<file path="config.mk">
export PLATFORM = sky130hd
export DESIGN_NAME = cam_capture_ctrl
export DESIGN_NICKNAME = d
export VERILOG_FILES = /design/src/rtl/cam_capture_ctrl.sv
export SDC_FILE = /design/constraint.sdc
export NUM_CORES = 1
export LEC_CHECK = 0
export CAP_MARGIN = 20
export CORE_ASPECT_RATIO = 1.25
export CORE_MARGIN = 2
export CORE_UTILIZATION = 54
export DETAILED_ROUTE_END_ITERATION = 8
export MAX_ROUTING_LAYER = met4
export PLACE_DENSITY = 0.86
export SLEW_MARGIN = 30
export SYNTH_ARGS = -nofsm -noshare
export SYNTH_HDL_FRONTEND = slang
export SYNTH_SLANG_ARGS = --single-unit
</file>
<file path="constraint.sdc">
create_clock -name clk -period 2.9 [get_ports clk]
set_input_delay 0.29 -clock clk [delete_from_list [all_inputs] [get_ports clk]]
set_output_delay 0.29 -clock clk [all_outputs]
set_load 0.01 [all_outputs]
</file>
<file path="src/rtl/cam_capture_ctrl.sv">
// -----------------------------------------------------------------------------
// cam_capture_ctrl
//   OV7670 capture controller. The camera bus (PCLK/VSYNC/HREF/D) is sampled
//   in the system clock domain through SYNC_STAGES-deep synchronisers. Pairs of
//   bytes are assembled into RGB565 pixels, converted to the selected output
//   format and written as a linear frame-buffer image into a DP RAM write port.
//   Supports single-shot and continuous capture, clipping to the stored frame
//   size and a frame-done pulse.
//
//   Optional build macro: CAM_DECIM2_EN
//     defined   : 2:1 decimation, only even pixels of even source lines kept
//     undefined : every pixel stored, subject to clipping
//
// Ports
//   clk, rst          system clock, synchronous active-high reset
//   PCLK, VSYNC, HREF camera timing (asynchronous, sampled)
//   D[7:0]            camera data byte
//   mode[1:0]         00 RGB332, 01 RGB444 (DW=12 only), 10 gray8, 11 = 00
//   cap_single        one-cycle request to capture one frame
//   cap_cont          level request for back-to-back frames
//   addr[AW-1:0]      RAM write address
//   data[DW-1:0]      RAM write data
//   regwrite          RAM write strobe (1-cycle pulse)
//   busy              high while waiting for / capturing a frame
//   frame_done        1-cycle pulse at the end of a captured frame
// -----------------------------------------------------------------------------
module cam_capture_ctrl #(
  parameter int CAM_SCREEN_X = 320,
  parameter int CAM_SCREEN_Y = 240,
  parameter int AW           = 17,
  parameter int DW           = 8,
  parameter int SYNC_STAGES  = 2
) (
  input  logic          clk,
  input  logic          rst,
  input  logic          PCLK,
  input  logic          VSYNC,
  input  logic          HREF,
  input  logic [7:0]    D,
  input  logic [1:0]    mode,
  input  logic          cap_single,
  input  logic          cap_cont,
  output logic [AW-1:0] addr,
  output logic [DW-1:0] data,
  output logic          regwrite,
  output logic          busy,
  output logic          frame_done
);

`ifdef CAM_DECIM2_EN
  localparam int SH = 1;
`else
  localparam int SH = 0;
`endif

  // Counters run in source coordinates; with decimation the source is twice
  // the stored size, so the saturation limits scale with SH.
  localparam int XMAX = CAM_SCREEN_X << SH;
  localparam int YMAX = CAM_SCREEN_Y << SH;
  localparam int XW   = $clog2(XMAX + 1);
  localparam int YW   = $clog2(YMAX + 1);
  localparam logic [XW-1:0] XLIM = XW'(XMAX);
  localparam logic [YW-1:0] YLIM = YW'(YMAX);
  localparam logic [AW-1:0] XDIM = AW'(CAM_SCREEN_X);

  typedef enum logic [1:0] {S_IDLE, S_WAIT_VS, S_CAPTURE, S_DONE} state_t;
  state_t state_q, state_d;

  // synchronisers
  logic [SYNC_STAGES-1:0]      pclk_sync_q, vs_sync_q, href_sync_q;
  logic [SYNC_STAGES-1:0][7:0] d_sync_q;
  logic                        pclk_prev_q, vs_prev_q, href_prev_q;
  logic                        pclk_s, vs_s, href_s;
  logic [7:0]                  d_s;

  assign pclk_s = pclk_sync_q[SYNC_STAGES-1];
  assign vs_s   = vs_sync_q[SYNC_STAGES-1];
  assign href_s = href_sync_q[SYNC_STAGES-1];
  assign d_s    = d_sync_q[SYNC_STAGES-1];

  logic pclk_rise, vs_fall, vs_rise;
  assign pclk_rise = pclk_s & ~pclk_prev_q;
  assign vs_fall   = vs_prev_q & ~vs_s;
  assign vs_rise   = ~vs_prev_q & vs_s;

  // datapath state
  logic [1:0]    mode_q;
  logic [7:0]    hi_q;
  logic          phase_q;
  logic          line_pix_q;
  logic [XW-1:0] x_q;
  logic [YW-1:0] y_q;
  logic [AW-1:0] addr_q;
  logic [DW-1:0] data_q;
  logic          regwrite_q;

  // ---------------------------------------------------------------------------
  // FSM
  // ---------------------------------------------------------------------------
  always_comb begin
    state_d = state_q;
    case (state_q)
      S_IDLE:    if (cap_single || cap_cont) state_d = S_WAIT_VS;
      S_WAIT_VS: if (vs_fall)                state_d = S_CAPTURE;
      S_CAPTURE: if (vs_rise)                state_d = S_DONE;
      S_DONE:    state_d = cap_cont ? S_WAIT_VS : S_IDLE;
      default:   state_d = S_IDLE;
    endcase
  end

  // ---------------------------------------------------------------------------
  // Pixel control
  // ---------------------------------------------------------------------------
  logic frame_start, in_cap, byte_en, href_fall, pix_done, keep, store;

  assign frame_start = (state_q == S_WAIT_VS) && vs_fall;
  // Bytes arriving in the VSYNC-rise cycle are dropped so the last write can
  // never coincide with the DONE cycle.
  assign in_cap      = (state_q == S_CAPTURE) && !vs_rise;
  assign byte_en     = in_cap && pclk_rise && href_s;
  assign href_fall   = in_cap && href_prev_q && !href_s;
  assign pix_done    = byte_en && phase_q;

`ifdef CAM_DECIM2_EN
  assign keep = ~x_q[0] & ~y_q[0];
`else
  assign keep = 1'b1;
`endif

  assign store = pix_done && keep && (x_q < XLIM) && (y_q < YLIM);

  logic [AW-1:0] addr_d;
  assign addr_d = AW'(y_q >> SH) * XDIM + AW'(x_q >> SH);

  // ---------------------------------------------------------------------------
  // Format conversion: hi = {R4..R0,G5..G3}, lo (current byte) = {G2..G0,B4..B0}
  // ---------------------------------------------------------------------------
  logic [4:0]    r_c, b_c;
  logic [5:0]    g_c, s_c;
  logic [7:0]    gsum_c, gray_c, rgb332_c;
  logic [11:0]   rgb444_c;
  logic [DW-1:0] data_d;

  always_comb begin
    r_c      = hi_q[7:3];
    g_c      = {hi_q[2:0], d_s[7:5]};
    b_c      = d_s[4:0];
    gsum_c   = {2'b00, r_c, 1'b0} + {1'b0, g_c, 1'b0} + {2'b00, b_c, 1'b0};
    s_c      = 6'(gsum_c >> 2);
    gray_c   = {s_c, s_c[5:4]};
    rgb332_c = {hi_q[7:5], hi_q[2:0], d_s[4:3]};
    rgb444_c = {hi_q[7:4], hi_q[2:0], d_s[7], d_s[4:1]};
    data_d   = DW'(rgb332_c);
    if (mode_q == 2'b10)                 data_d = DW'(gray_c);
    else if (mode_q == 2'b01 && DW == 12) data_d = DW'(rgb444_c);
  end

  // ---------------------------------------------------------------------------
  // Registers
  // ---------------------------------------------------------------------------
  always_ff @(posedge clk) begin
    if (rst) begin
      pclk_sync_q <= '0;
      vs_sync_q   <= '0;
      href_sync_q <= '0;
      d_sync_q    <= '0;
      pclk_prev_q <= 1'b0;
      vs_prev_q   <= 1'b0;
      href_prev_q <= 1'b0;
      state_q     <= S_IDLE;
      mode_q      <= 2'b00;
      hi_q        <= 8'h00;
      phase_q     <= 1'b0;
      line_pix_q  <= 1'b0;
      x_q         <= '0;
      y_q         <= '0;
      addr_q      <= '0;
      data_q      <= '0;
      regwrite_q  <= 1'b0;
    end else begin
      pclk_sync_q <= {pclk_sync_q[SYNC_STAGES-2:0], PCLK};
      vs_sync_q   <= {vs_sync_q[SYNC_STAGES-2:0], VSYNC};
      href_sync_q <= {href_sync_q[SYNC_STAGES-2:0], HREF};
      d_sync_q    <= {d_sync_q[SYNC_STAGES-2:0], D};
      pclk_prev_q <= pclk_s;
      vs_prev_q   <= vs_s;
      href_prev_q <= href_s;
      state_q     <= state_d;

      regwrite_q  <= store;
      if (store) begin
        addr_q <= addr_d;
        data_q <= data_d;
      end

      if (frame_start) begin
        mode_q     <= mode;
        phase_q    <= 1'b0;
        line_pix_q <= 1'b0;
        x_q        <= '0;
        y_q        <= '0;
      end else if (href_fall) begin
        // an odd trailing byte is discarded by forcing the phase back to 0
        phase_q    <= 1'b0;
        line_pix_q <= 1'b0;
        x_q        <= '0;
        if (line_pix_q && (y_q < YLIM)) y_q <= y_q + YW'(1);
      end else if (byte_en) begin
        phase_q <= ~phase_q;
        if (!phase_q) begin
          hi_q <= d_s;
        end else begin
          line_pix_q <= 1'b1;
          if (x_q < XLIM) x_q <= x_q + XW'(1);
        end
      end
    end
  end

  assign addr       = addr_q;
  assign data       = data_q;
  assign regwrite   = regwrite_q;
  assign busy       = (state_q == S_WAIT_VS) || (state_q == S_CAPTURE);
  assign frame_done = (state_q == S_DONE);

endmodule

</file>
=== After elaboration in Yosys (flattened, before gate mapping) ===
Cells that the tools add are included.

* Flip-flop bits (word level): 82
* Output and inout bits: 28
* Logic and storage cells: 70

* Add/sub/neg operators: 5
* Multiply operators: 1
* Order comparisons: 2
* Equal/unequal tests: 7
* Mux-type cells: 6
* Bitwise logic cells: 9
* Reductions and logical operators: 22

{| class="wikitable"
|+ Operator list
! cell !! count
|-
| adder 17 x 9 -> 17 bit || 1
|-
| multiplier 8 x 3 -> 11 bit, second input constant || 1
|-
| logical AND 1 bit || 10
|-
| adder 9 x 1 -> 9 bit, second input constant || 1
|-
| less-than comparator 9 bit, second input constant || 1
|-
| adder 6 x 7 -> 8 bit || 1
|-
| adder 8 x 1 -> 8 bit, second input constant || 1
|-
| adder 8 x 6 -> 8 bit || 1
|-
| less-than comparator 8 bit, second input constant || 1
|-
| two-way mux 8 bit || 1
|-
| one-hot mux 2 bit (4 select lines) || 1
|-
| equality test 2 bit, second input constant || 3
|-
| two-way mux 2 bit || 3
|-
| inequality test 2 bit, second input constant || 3
|-
| NOT 1 bit || 6
|-
| AND reduction 3 bit || 2
|-
| AND reduction 2 bit || 2
|-
| AND reduction 4 bit || 1
|-
| bitwise AND 1 bit || 3
|-
| OR reduction 3 bit || 1
|-
| equality test 2 x 1 -> 1 bit, second input constant || 1
|-
| logical NOT 1 bit || 2
|-
| logical NOT 2 bit || 1
|-
| logical OR 1 bit || 2
|-
| 2 further kinds || 2
|}

=== Logic depth before layout (Yosys ltp) ===
* Depth after elaboration: 9
* Mapped depth: 9

=== Worst setup path after synthesis ===
No wires, ideal clock.

* Path kind: reg2reg
* Start point: reg y_q[1]
* End point: reg addr_q[16] (netlist: addr[16])
* Library setup time: 0.091 ns
* Arrival time: 2.436 ns
* Data required time: 2.809 ns
* Setup slack: 0.373 ns
* Stages on the path, launching flop included: 9
* Buffers on the path: 0
* Cell sequence: dfxtp_1 -> ha_1 -> ha_1 -> fa_1 -> a211oi_1 -> nor2_1 -> o311ai_0 -> nand3_1 -> a311oi_1

* Cells in the longest elaborated chain, start to end: 2
* Elaborated cells on any way between the ends: 4

{| class="wikitable"
|+ Ends and longest elaborated chain
! what !! line !! text
|-
| start, declared || 92 || <nowiki>logic [YW-1:0] y_q;</nowiki>
|-
| start signal, assigned || 207 || <nowiki>if (line_pix_q && (y_q < YLIM)) y_q <= y_q + YW'(1);</nowiki>
|-
| multiplier 8 x 3 -> 11 bit / less-than comparator 8 bit (equally long branches) || 133, 130 ||
|-
| adder 17 x 9 -> 17 bit / logical AND 1 bit (equally long branches) || 133, 130 ||
|-
| end signal, assigned || 192 || <nowiki>addr_q <= addr_d;</nowiki>
|-
| end, declared || 93 || <nowiki>logic [AW-1:0] addr_q;</nowiki>
|}

Several ways; a longest one is shown, not always the timed one.
A chain may end at the register's enable or synchronous reset.

=== Worst setup path in the final report ===
* Start point: reg y_q[3]
* End point: reg addr_q[13] (netlist: addr[13])

The elaborated chain is that of the path after synthesis.

==> results.json <==
{
  "status": "finished, final reports clean",
  "p_int_w": 0.001757,
  "cts.clk_slew.worst_paths_ns": 0.08,
  "cts_tree": "done",
  "r2r_slack_ns": 0.23,
  "crit_path_frequent_cell": "ha_1",
  "overflow": 0,
  "nFillCells": 522,
  "crit_family": "adder cells",
  "crit_path_max_incr_delay_ns": 0.56,
  "drt-total-wl_um": 7694,
  "synth-main-ff-cell": "dfxtp_1",
  "ant_nets": 0,
  "die_area_um2": 7781,
  "grt_setup_unrepaired": "false",
  "synth_edf_count": 0,
  "fmax_mhz": 374.1,
  "cts_max_path_buffers": 2,
  "routed-wl-met3_um": 346,
  "p_leak_nw": 1.865,
  "h-tree-depth": 3,
  "rows": 34,
  "grt_max_degree": 63,
  "crit_type": "reg -> reg",
  "dp_hpwl_um": 5736,
  "avgSynthCellArea_um2": 9.245,
  "pin_count": 45,
  "clkPwrFrac_pct": 40.6,
  "final.period_utilization_pct": 92.17,
  "crit_required_ns": 3.17,
  "yosysSeqAreaShare_pct": 42.89,
  "pwr-share-comb_pct": 8.0,
  "syn_inst": 414,
  "report.final.slew_viol_count": 0,
  "drt_iter0_drc": 190,
  "clk_latency_ns": 0.36,
  "crit_path_end_kind": "register",
  "drive_gt1_share_pct": 6.466,
  "m1WireLength_um": 3179,
  "tns_ns": 0,
  "final_area_um2": 4588,
  "p_sw_w": 0.0005159,
  "timing.hold.ws_ns": 0.2635,
  "nets": 510,
  "start_kind": "register",
  "worstPathCellList": "ha_1 > ha_1 > fa_1 > o211a_1 > o21ai_0 > nor4b_2 > xnor2_1 > a211oi_1",
  "pwr-share-seq_pct": 51.3,
  "antenna_found_initial": 0,
  "wl_met2_um": 4039,
  "diodes": 0,
  "ir_drop_v": 0.0003290,
  "core_area_um2": 6934,
  "drc": 0,
  "grt_util_all_layers_pct": 21.76,
  "setup_viol": 0,
  "syn-num-nets": 465,
  "die_width_um": 79.30,
  "hold_viol": 0,
  "fin_worst_skew_ns": 0.01309,
  "cp_max_fo": 5,
  "floorplan.initialDensity_pct": 55.20,
  "grt_pass1_wl_um": 12900,
  "dr.max_layer_used": "met4",
  "grt_pass1_vias": 2967,
  "yosysWarnings": 0,
  "tightest_slew_ns": 0.5964,
  "dieHeight_um": 98.13,
  "ys_ff_latch": 82,
  "gp_congestion": 0.9554,
  "root_buffer": "clkbuf_8",
  "syn-cell-area_um2": 3827,
  "hold_class": "in -> reg",
  "numCtsBuffers": 9,
  "arrival_ns": 2.94,
  "period_needed_ns": 2.673,
  "relSlewSlack_pct": 60.24,
  "cap_violations": 0,
  "cp_num_buf_inv": 0,
  "io_buffers": 44,
  "num_vias": 3018,
  "powerDensity_nw_per_um2": 495.3,
  "synth-async-reset-ratio_pct": 0,
  "dr.pass1.iters": 5,
  "via_per_inst": 5.448,
  "clock-sinks": 82,
  "sw_frac_of_total_pct": 22.70,
  "crit_slowest_cell": "fa_1",
  "wl_per_cell_um": 13.89,
  "syn2layout_area_growth_pct": 19.88,
  "synthDistinctLibCells": 46,
  "place_area_um2": 4348
}
==> routing by layer <==
layer	GRT usage (%)	up-vias
met3	5.176	11
li1	-	1518
met5	-	-
met1	23.60	1412
met2	38.46	77
met4	7.427	0
==> repair_timing <==
item	CTS	global route
hold endpoints to repair	0	0
endpoints found under the setup margin	0	3
resized for setup	0	3
setup buffers	0	0
hold buffers	0	0
==> power groups by stage <==
stage | Clock [W] | Sequential (W) | Combinational (W)
after detailed placement | 0 | 0.00119 | 0.000182
after global placement | 0 | 0.00119 | 0.000178
final | 0.000924 | 0.00117 | 0.000182
after floorplan | 0 | 0.00119 | 0.000122
after CTS | 0.000936 | 0.00117 | 0.000184
after global routing | 0.000991 | 0.00117 | 0.000203
==> kinds of logic after synthesis <==
| family | after synthesis | share of synthesized area (%) |
|---|---|---|
| adder cells (fa/ha/maj) | 34 | 12.49 |
| multiplexers | 9 | 2.354 |
| AO/OA/AOI/OAI | 82 | 13.66 |
| AND/OR/NAND/NOR | 157 | 20.56 |
| XOR/XNOR | 23 | 5.263 |
| flip-flops | 82 | 42.89 |
| buffers and inverters | 27 | 2.779 |
==> tightest hold or removal path: stages <==
cell and delay [ns]:
buf_2 0.09, inv_1 0.06, o21ai_0 0.08, a211oi_1 0.05
==> cell usage after synthesis, types with 2 or more instances <==
master	count	area, um^2
or3_1	3	18.77
nor2b_1	30	187.7
a311oi_1	4	35.03
a211o_1	2	17.52
nor4_1	2	12.51
xnor2_1	19	166.4
o21a_1	3	22.52
nor3_1	5	25.02
o211ai_1	2	15.01
nand2_1	40	150.1
nand3_1	12	60.06
nor2_1	42	157.7
inv_1	13	48.80
dfxtp_1	82	1642
a221oi_1	2	17.52
fa_1	7	140.1
clkbuf_1	10	37.54
and2_1	2	12.51
nand2b_1	4	25.02
xor2_1	4	35.03
ha_1	27	337.8
a21oi_1	30	150.1
o21ai_0	14	70.07
a211oi_1	14	105.1
buf_2	4	20.02
or2_2	3	18.77
a21o_1	5	37.54
nand4_1	3	18.77
mux2i_1	9	90.09
==> cell type report <==
| class | count | area, um^2 | share of cell area, % |
|---|---|---|---|
| clock buffers | 11 | 141.4 | 3.082 |
| inverters | 13 | 48.80 | 1.064 |
| flip-flops and latches | 82 | 1642 | 35.78 |
| multi-input cells | 305 | 2093 | 45.62 |
| clock inverters | 5 | 85.08 | 1.854 |
| repair buffers | 48 | 465.4 | 10.14 |
| well taps | 90 | 112.6 | 2.454 |
==> path summary, 6_finish.rpt <==
| kind | startpoint | end | cells past startpoint |
|---|---|---|---|
| max | y_q[3] | addr[13] | 8 |
| min | rst | addr[15] | 4 |
| max reg2reg | y_q[3] | addr[13] | 8 |
| min reg2reg | d_sync_q[1] | d_s[1] | 1 |
==> registers in the layout, indices dropped and copies added (netlist names), 8 cells and up <==
signal    count
data          8
d_sync_q      8
addr         17
x_q           9
y_q           8
hi_q          8
d_s           8
==> layout by cell type, fill, tap and decap left out, types with 7 or more instances in the layout <==
cell type        count
dfxtp_1             82
clkdlybuf4s50_1     43
nor2_1              42
nand2_1             40
a21oi_1             30
nor2b_1             30
ha_1                27
xnor2_1             19
o21ai_0             14
a211oi_1            14
inv_1               13
nand3_1             12
clkbuf_8            10
mux2i_1              9
fa_1                 7
==> stage by stage <==
step / worst slack [ns] / power [W] / cells / util (%)
finish: 0.2271 / 0.002272 / 554 / 66.17
global route: 0.03309 / 0.002363 / 554 / 66.17
CTS: 0.04527 / 0.002286 / 554 / 65.97
detailed placement: 0.06632 / 0.001376 / 538 / 62.70
global placement: 0.2365 / 0.001369 / 538 / 62.70
floorplan: 0.3728 / 0.001311 / 414 / -
Power figures use the tool's default switching activity.
==> RTL edit 1, RTL diff (config.mk and constraints unchanged) <==
`CAM_SCREEN_X`: 320 -> 640.
--- a/src/rtl/cam_capture_ctrl.sv
+++ b/src/rtl/cam_capture_ctrl.sv
@@ -25,7 +25,7 @@
 //   frame_done        1-cycle pulse at the end of a captured frame
 // -----------------------------------------------------------------------------
 module cam_capture_ctrl #(
-  parameter int CAM_SCREEN_X = 320,
+  parameter int CAM_SCREEN_X = 640,
   parameter int CAM_SCREEN_Y = 240,
   parameter int AW           = 17,
   parameter int DW           = 8,
Formal check against the unedited RTL: same outputs for any inputs over 10 cycles, from zero or initial values and one cycle with rst high; that may be too few to reach the edited logic, so the function may still have changed.
==> RTL edit 1 against the unedited design <==
Worst setup slack got worse by 0.079 ns. Highest routed layer unchanged. Largest power group unchanged. Wire length increased by 2.3%. Critical path depth unchanged. Power decreased by 3.0%. Critical path type unchanged. Synthesized area increased by 2.1%. Design area increased by 0.65%. Sequential cell count increased by 1.
==> RTL edit 1: results <==
metrics = {
    "run_status": {
        "status": "complete, no violations",
    },
    "placed_design": {
        "dp_hpwl_um": 5510,
        "place.gp.congestion": 0.876,
        "placed_cell_area_sq_um": 4410,
        "dp.cells": 540,
        "detailedPlace.worstSlack_ns": 0.101,
    },
    "yosys": {
        "ys_top_cells_by_area": "sky130_fd_sc_hd__dfxtp_1 (43%), sky130_fd_sc_hd__ha_1 (8.6%), sky130_fd_sc_hd__nor2b_1 (4.8%), sky130_fd_sc_hd__nor2_1 (4.6%), sky130_fd_sc_hd__xnor2_1 (4.5%)",
        "synthesis.area_per_instance_sq_um": 9.31,
        "synth.net_count": 471,
        "synth.yosys.seq_area_share_pct": 42.5,
        "ys_top_cells_by_count": "sky130_fd_sc_hd__dfxtp_1 (83), sky130_fd_sc_hd__nor2_1 (48), sky130_fd_sc_hd__nand2_1 (35)",
        "synth.lib_cells_used.distinct": 49,
    },
    "cells_and_area": {
        "nets": 512,
        "post_route_cells_drive_above_1_share_pct": 6.22,
    },
    "worst_hold_path": {
        "min-delay-path-class": "reg -> reg",
    },
    "global_route": {
        "first_pass_grt_wire_length_um": 13200,
        "vias_in_the_first_global_route": 3089,
    },
    "sta": {
        "finalClockSkew_ns": 0.0110,
        "timing_worst_slew_pin_value_ns": 0.647,
        "finalWorstSetupSlack_ns": 0.148,
    },
    "power": {
        "irDropWorstVdd_mv": 0.511,
        "sw_frac_of_total_pct": 24.7,
    },
    "routing": {
        "dr.first_iter.drc_count": 170,
        "drt_pre_antenna_iters": 4,
        "drt-total-wl_um": 7870,
        "vias_per_cell": 5.52,
        "post_drt_wl_per_cell_um": 14.2,
    },
    "critical_path": {
        "path_max_fanout": 6,
    },
}
[RTL edit 1: changes by cell type after synthesis, sizes merged, moves of 3 or more]
cell and change:
a21oi -3, nand2b +3, nor2 +6, nand3b +4, or3 -3, nor4 +5, nand2 -5, o21ai -8
or2 -3
[RTL edit 1: layout make-up]
class | instances | area, sq um | share of cell area, %
clock buffers | 9 | 124 | 2.68
clock inverters | 7 | 76.3 | 1.65
inverters | 15 | 56.3 | 1.22
multi-input cells | 304 | 2120 | 45.9
flip-flops and latches | 83 | 1660 | 36.0
well taps | 90 | 113 | 2.44
repair buffers | 48 | 465 | 10.1
[RTL edit 1: worst paths after layout]
kind / to / start / depth (start not counted)
worst max-delay path: addr[16] / y_q[1] / 8
worst min-delay path: d_s[4] / d_sync_q[4] / 1
worst max register to register: addr[16] / y_q[1] / 8
worst min register to register: d_s[4] / d_sync_q[4] / 1
[RTL edit 1: critical path, stage by stage (launching register included)]
cell and delay [ns]:
sky130_fd_sc_hd__dfxtp_1 0.44, sky130_fd_sc_hd__ha_1 0.27, sky130_fd_sc_hd__ha_1 0.24, sky130_fd_sc_hd__fa_1 0.42, sky130_fd_sc_hd__a211oi_2 0.36, sky130_fd_sc_hd__o22ai_1 0.19
sky130_fd_sc_hd__nor4_1 0.41, sky130_fd_sc_hd__a211oi_1 0.15, sky130_fd_sc_hd__nor3b_1 0.20
[RTL edit 1: repair_timing]
action	CTS	global route
setup endpoints to repair	0	1
gates resized for setup	0	1
buffers inserted	0	0
hold endpoints to repair	0	0
[RTL edit 1: kinds of logic (layout without fill, tap and decap cells)]
logic type / count (synthesis) / after routing / synth area share [%]
compound gates: 72 / 72 / 12.5
xor+xnor: 23 / 23 / 5.15
fa+ha+maj: 34 / 34 / 12.2
buf+inv: 33 / 79 / 3.33
flops: 83 / 83 / 42.5
mux: 11 / 11 / 2.82
simple gates: 164 / 164 / 21.5
[RTL edit 1: routing by layer]
metal / track usage, % / vias up / routed length [um]
met2: 39.7 / 77 / 4130
met1: 22.5 / 1439 / 3230
met4: 9.39 / 0 / 199
met3: 3.81 / 19 / 313
met5: - / - / 0
li1: - / 1534 / -
[RTL edit 1: power groups by stage]
| stage | sequential [uW] | combinational [uW] | clock, uW |
|---|---|---|---|
| global placement | 1210 | 174 | 0 |
| finish | 1180 | 181 | 842 |
| CTS | 1180 | 183 | 849 |
| floorplan | 1200 | 122 | 0 |
| detailed placement | 1210 | 181 | 0 |
| global route | 1180 | 201 | 903 |
==> RTL edit 2, RTL diff (same flow settings) <==
Without the edit above. The 4 states of `state_t` get a one-hot encoding in 4 bits.
--- a/src/rtl/cam_capture_ctrl.sv
+++ b/src/rtl/cam_capture_ctrl.sv
@@ -63,7 +63,7 @@
   localparam logic [YW-1:0] YLIM = YW'(YMAX);
   localparam logic [AW-1:0] XDIM = AW'(CAM_SCREEN_X);
 
-  typedef enum logic [1:0] {S_IDLE, S_WAIT_VS, S_CAPTURE, S_DONE} state_t;
+  typedef enum logic [3:0] {S_IDLE = 4'b0001, S_WAIT_VS = 4'b0010, S_CAPTURE = 4'b0100, S_DONE = 4'b1000} state_t;
   state_t state_q, state_d;
 
   // synchronisers
Formal check against the unedited RTL: same outputs for any inputs over 10 cycles, from zero or initial values and one cycle with rst high; not proved beyond that.
==> RTL edit 2 against the unedited design <==
Worst hold slack gained 0.058 ns. Core utilization shrank 1.1 points. Critical path depth is the same. Synthesized cell count grew 4.3%. Design area grew 3.1%. Synthesized area grew 4.8%. Wire length shrank 0.97%. Global-route usage shrank 0.77 points. Worst setup slack lost 0.046 ns. Power shrank 3.1%. Die area grew 4.6%. Sequential cell count grew 2.
==> RTL edit 2: results <==
metrics = {
    "run_status": {
        "status": "complete, no violations",
    },
    "cts": {
        "clock_tree.htree_level_count": 3,
        "buffer_cell_driving_the_clock_tree_root": "sky130_fd_sc_hd__clkbuf_8",
        "tritoncts.num_buffers": 9,
        "post_cts_hold_buffer_count": 0,
        "ctsLongestPathBuffers": 2,
    },
    "yosys": {
        "synth.lib_cells_used.distinct": 49,
        "ys_top_cells_by_area": "sky130_fd_sc_hd__dfxtp_1 (42%), sky130_fd_sc_hd__ha_1 (7.2%), sky130_fd_sc_hd__nor2_1 (4.9%), sky130_fd_sc_hd__nor2b_1 (4.7%), sky130_fd_sc_hd__xnor2_1 (4.4%)",
        "ys_top_cells_by_count": "sky130_fd_sc_hd__dfxtp_1 (84), sky130_fd_sc_hd__nor2_1 (52), sky130_fd_sc_hd__nand2_1 (33)",
        "synth.yosys.seq_area_share_pct": 41.9,
        "main_synth_ff_type": "sky130_fd_sc_hd__dfxtp_1",
        "asyncSetResetFlopFracSynth_pct": 0,
        "synth.net_count": 479,
    },
    "power": {
        "leakage_uw": 0.00183,
        "irDropWorstVdd_mv": 0.447,
    },
    "global_route": {
        "globalRouteMet3Util_pct": 2.88,
        "first_pass_grt_wire_length_um": 13000,
        "groute.usage.overall_pct": 21.0,
        "grt_util_met1_pct": 25.1,
        "number_of_antenna_violations_at_the_first_check_in_global_routing": 0,
        "vias_in_the_first_global_route": 2931,
        "global_route.usage.met2_pct": 34.3,
        "maximum_number_of_pins_on_one_net_before_global_route_repair": 65,
    },
    "sta": {
        "max_slew_margin_pct": 59.3,
        "finalClockSkew_ns": 0.0131,
        "final-hold-violation-count": 0,
    },
    "cells_and_area": {
        "post_route_cells_drive_above_1_share_pct": 8.13,
        "nets": 522,
    },
    "placed_design": {
        "placed_cell_area_sq_um": 4520,
        "place.gp.congestion": 0.885,
        "dp_hpwl_um": 5610,
        "io_buffers": 44,
    },
    "critical_path": {
        "path_max_fanout": 6,
        "critical_path_arrival_ns": 3.00,
        "worst-r2r-cell-count": 8,
    },
    "flow_run": {
        "drv.max_cap_violation_count": 0,
    },
    "routing": {
        "drt-total-wl_um": 7620,
        "dr.first_iter.drc_count": 154,
        "route.vias.total": 3138,
        "drt_pre_antenna_iters": 4,
    },
}
## RTL edit 2: changes by cell type after synthesis, sizes merged, moves of 7 or more
cell	change
nand2	-7
a21oi	-9
nor2	+12
o21ai	+7
## RTL edit 2: kinds of logic after synthesis
kind of cell | count (synthesis) | synth area share (%)
flip-flops | 84 | 41.9
XOR/XNOR | 24 | 5.24
adder cells (fa/ha/maj) | 30 | 10.7
multiplexers | 16 | 4.02
AND/OR/NAND/NOR | 173 | 22.9
buffers and inverters | 29 | 3.24
AO/OA/AOI/OAI | 76 | 12.0
## RTL edit 2: cell type report
| cell class | count | area (sq um) |
|---|---|---|
| Clock buffer | 9 | 124 |
| Clock inverter | 7 | 76.3 |
| Fill cell | 608 | 2540 |
| Inverter | 10 | 37.5 |
| Multi-Input combinational cell | 319 | 2210 |
| Sequential cell | 84 | 1680 |
| Tap cell | 92 | 115 |
| Timing Repair Buffer | 51 | 488 |
## RTL edit 2: path summary, 6_finish.rpt
check,from,to,slack (ns)
max,y_q[1],addr[16],0.18
min,rst,addr[15],0.32
max reg2reg,y_q[1],addr[16],0.18
min reg2reg,d_sync_q[1],d_s[1],0.45
## RTL edit 2: repair_timing
item,in CTS,in global routing
setup endpoints to repair,0,2
buffers inserted,0,0
gates resized for setup,0,2
## RTL edit 2: per-stage QoR
step	power (uW)	setup WS [ns]	util [%]	cells
2_1_floorplan	1370	0.310	-	432
3_3_place_gp	1400	0.163	62.2	556
3_5_place_dp	1410	0.0539	62.2	556
4_1_cts	2220	0.0358	65.0	572
5_1_grt	2300	0.0621	65.0	572
6_report	2200	0.181	65.0	572
## RTL edit 2: per-layer routing
metal,vias up,share of wire (%)
met3,13,3.2
met2,58,50
met4,0,1.8
met5,-,0
met1,1475,45
li1,1592,-
## RTL edit 2: worst max-delay path, stage by stage, from the launching register on
cell                       delay [ns]
sky130_fd_sc_hd__dfxtp_1         0.43
sky130_fd_sc_hd__ha_1            0.26
sky130_fd_sc_hd__ha_1            0.25
sky130_fd_sc_hd__fa_1            0.44
sky130_fd_sc_hd__a211oi_1        0.33
sky130_fd_sc_hd__nor2_1          0.11
sky130_fd_sc_hd__o311ai_1        0.44
sky130_fd_sc_hd__nand3_1         0.13
sky130_fd_sc_hd__a311oi_1        0.25
## RTL edit 2: where the power goes
part	switching, uW	total [uW]	internal, uW
registers	39.8	1220	1180
clock network	477	817	340
logic	79.4	163	83.9
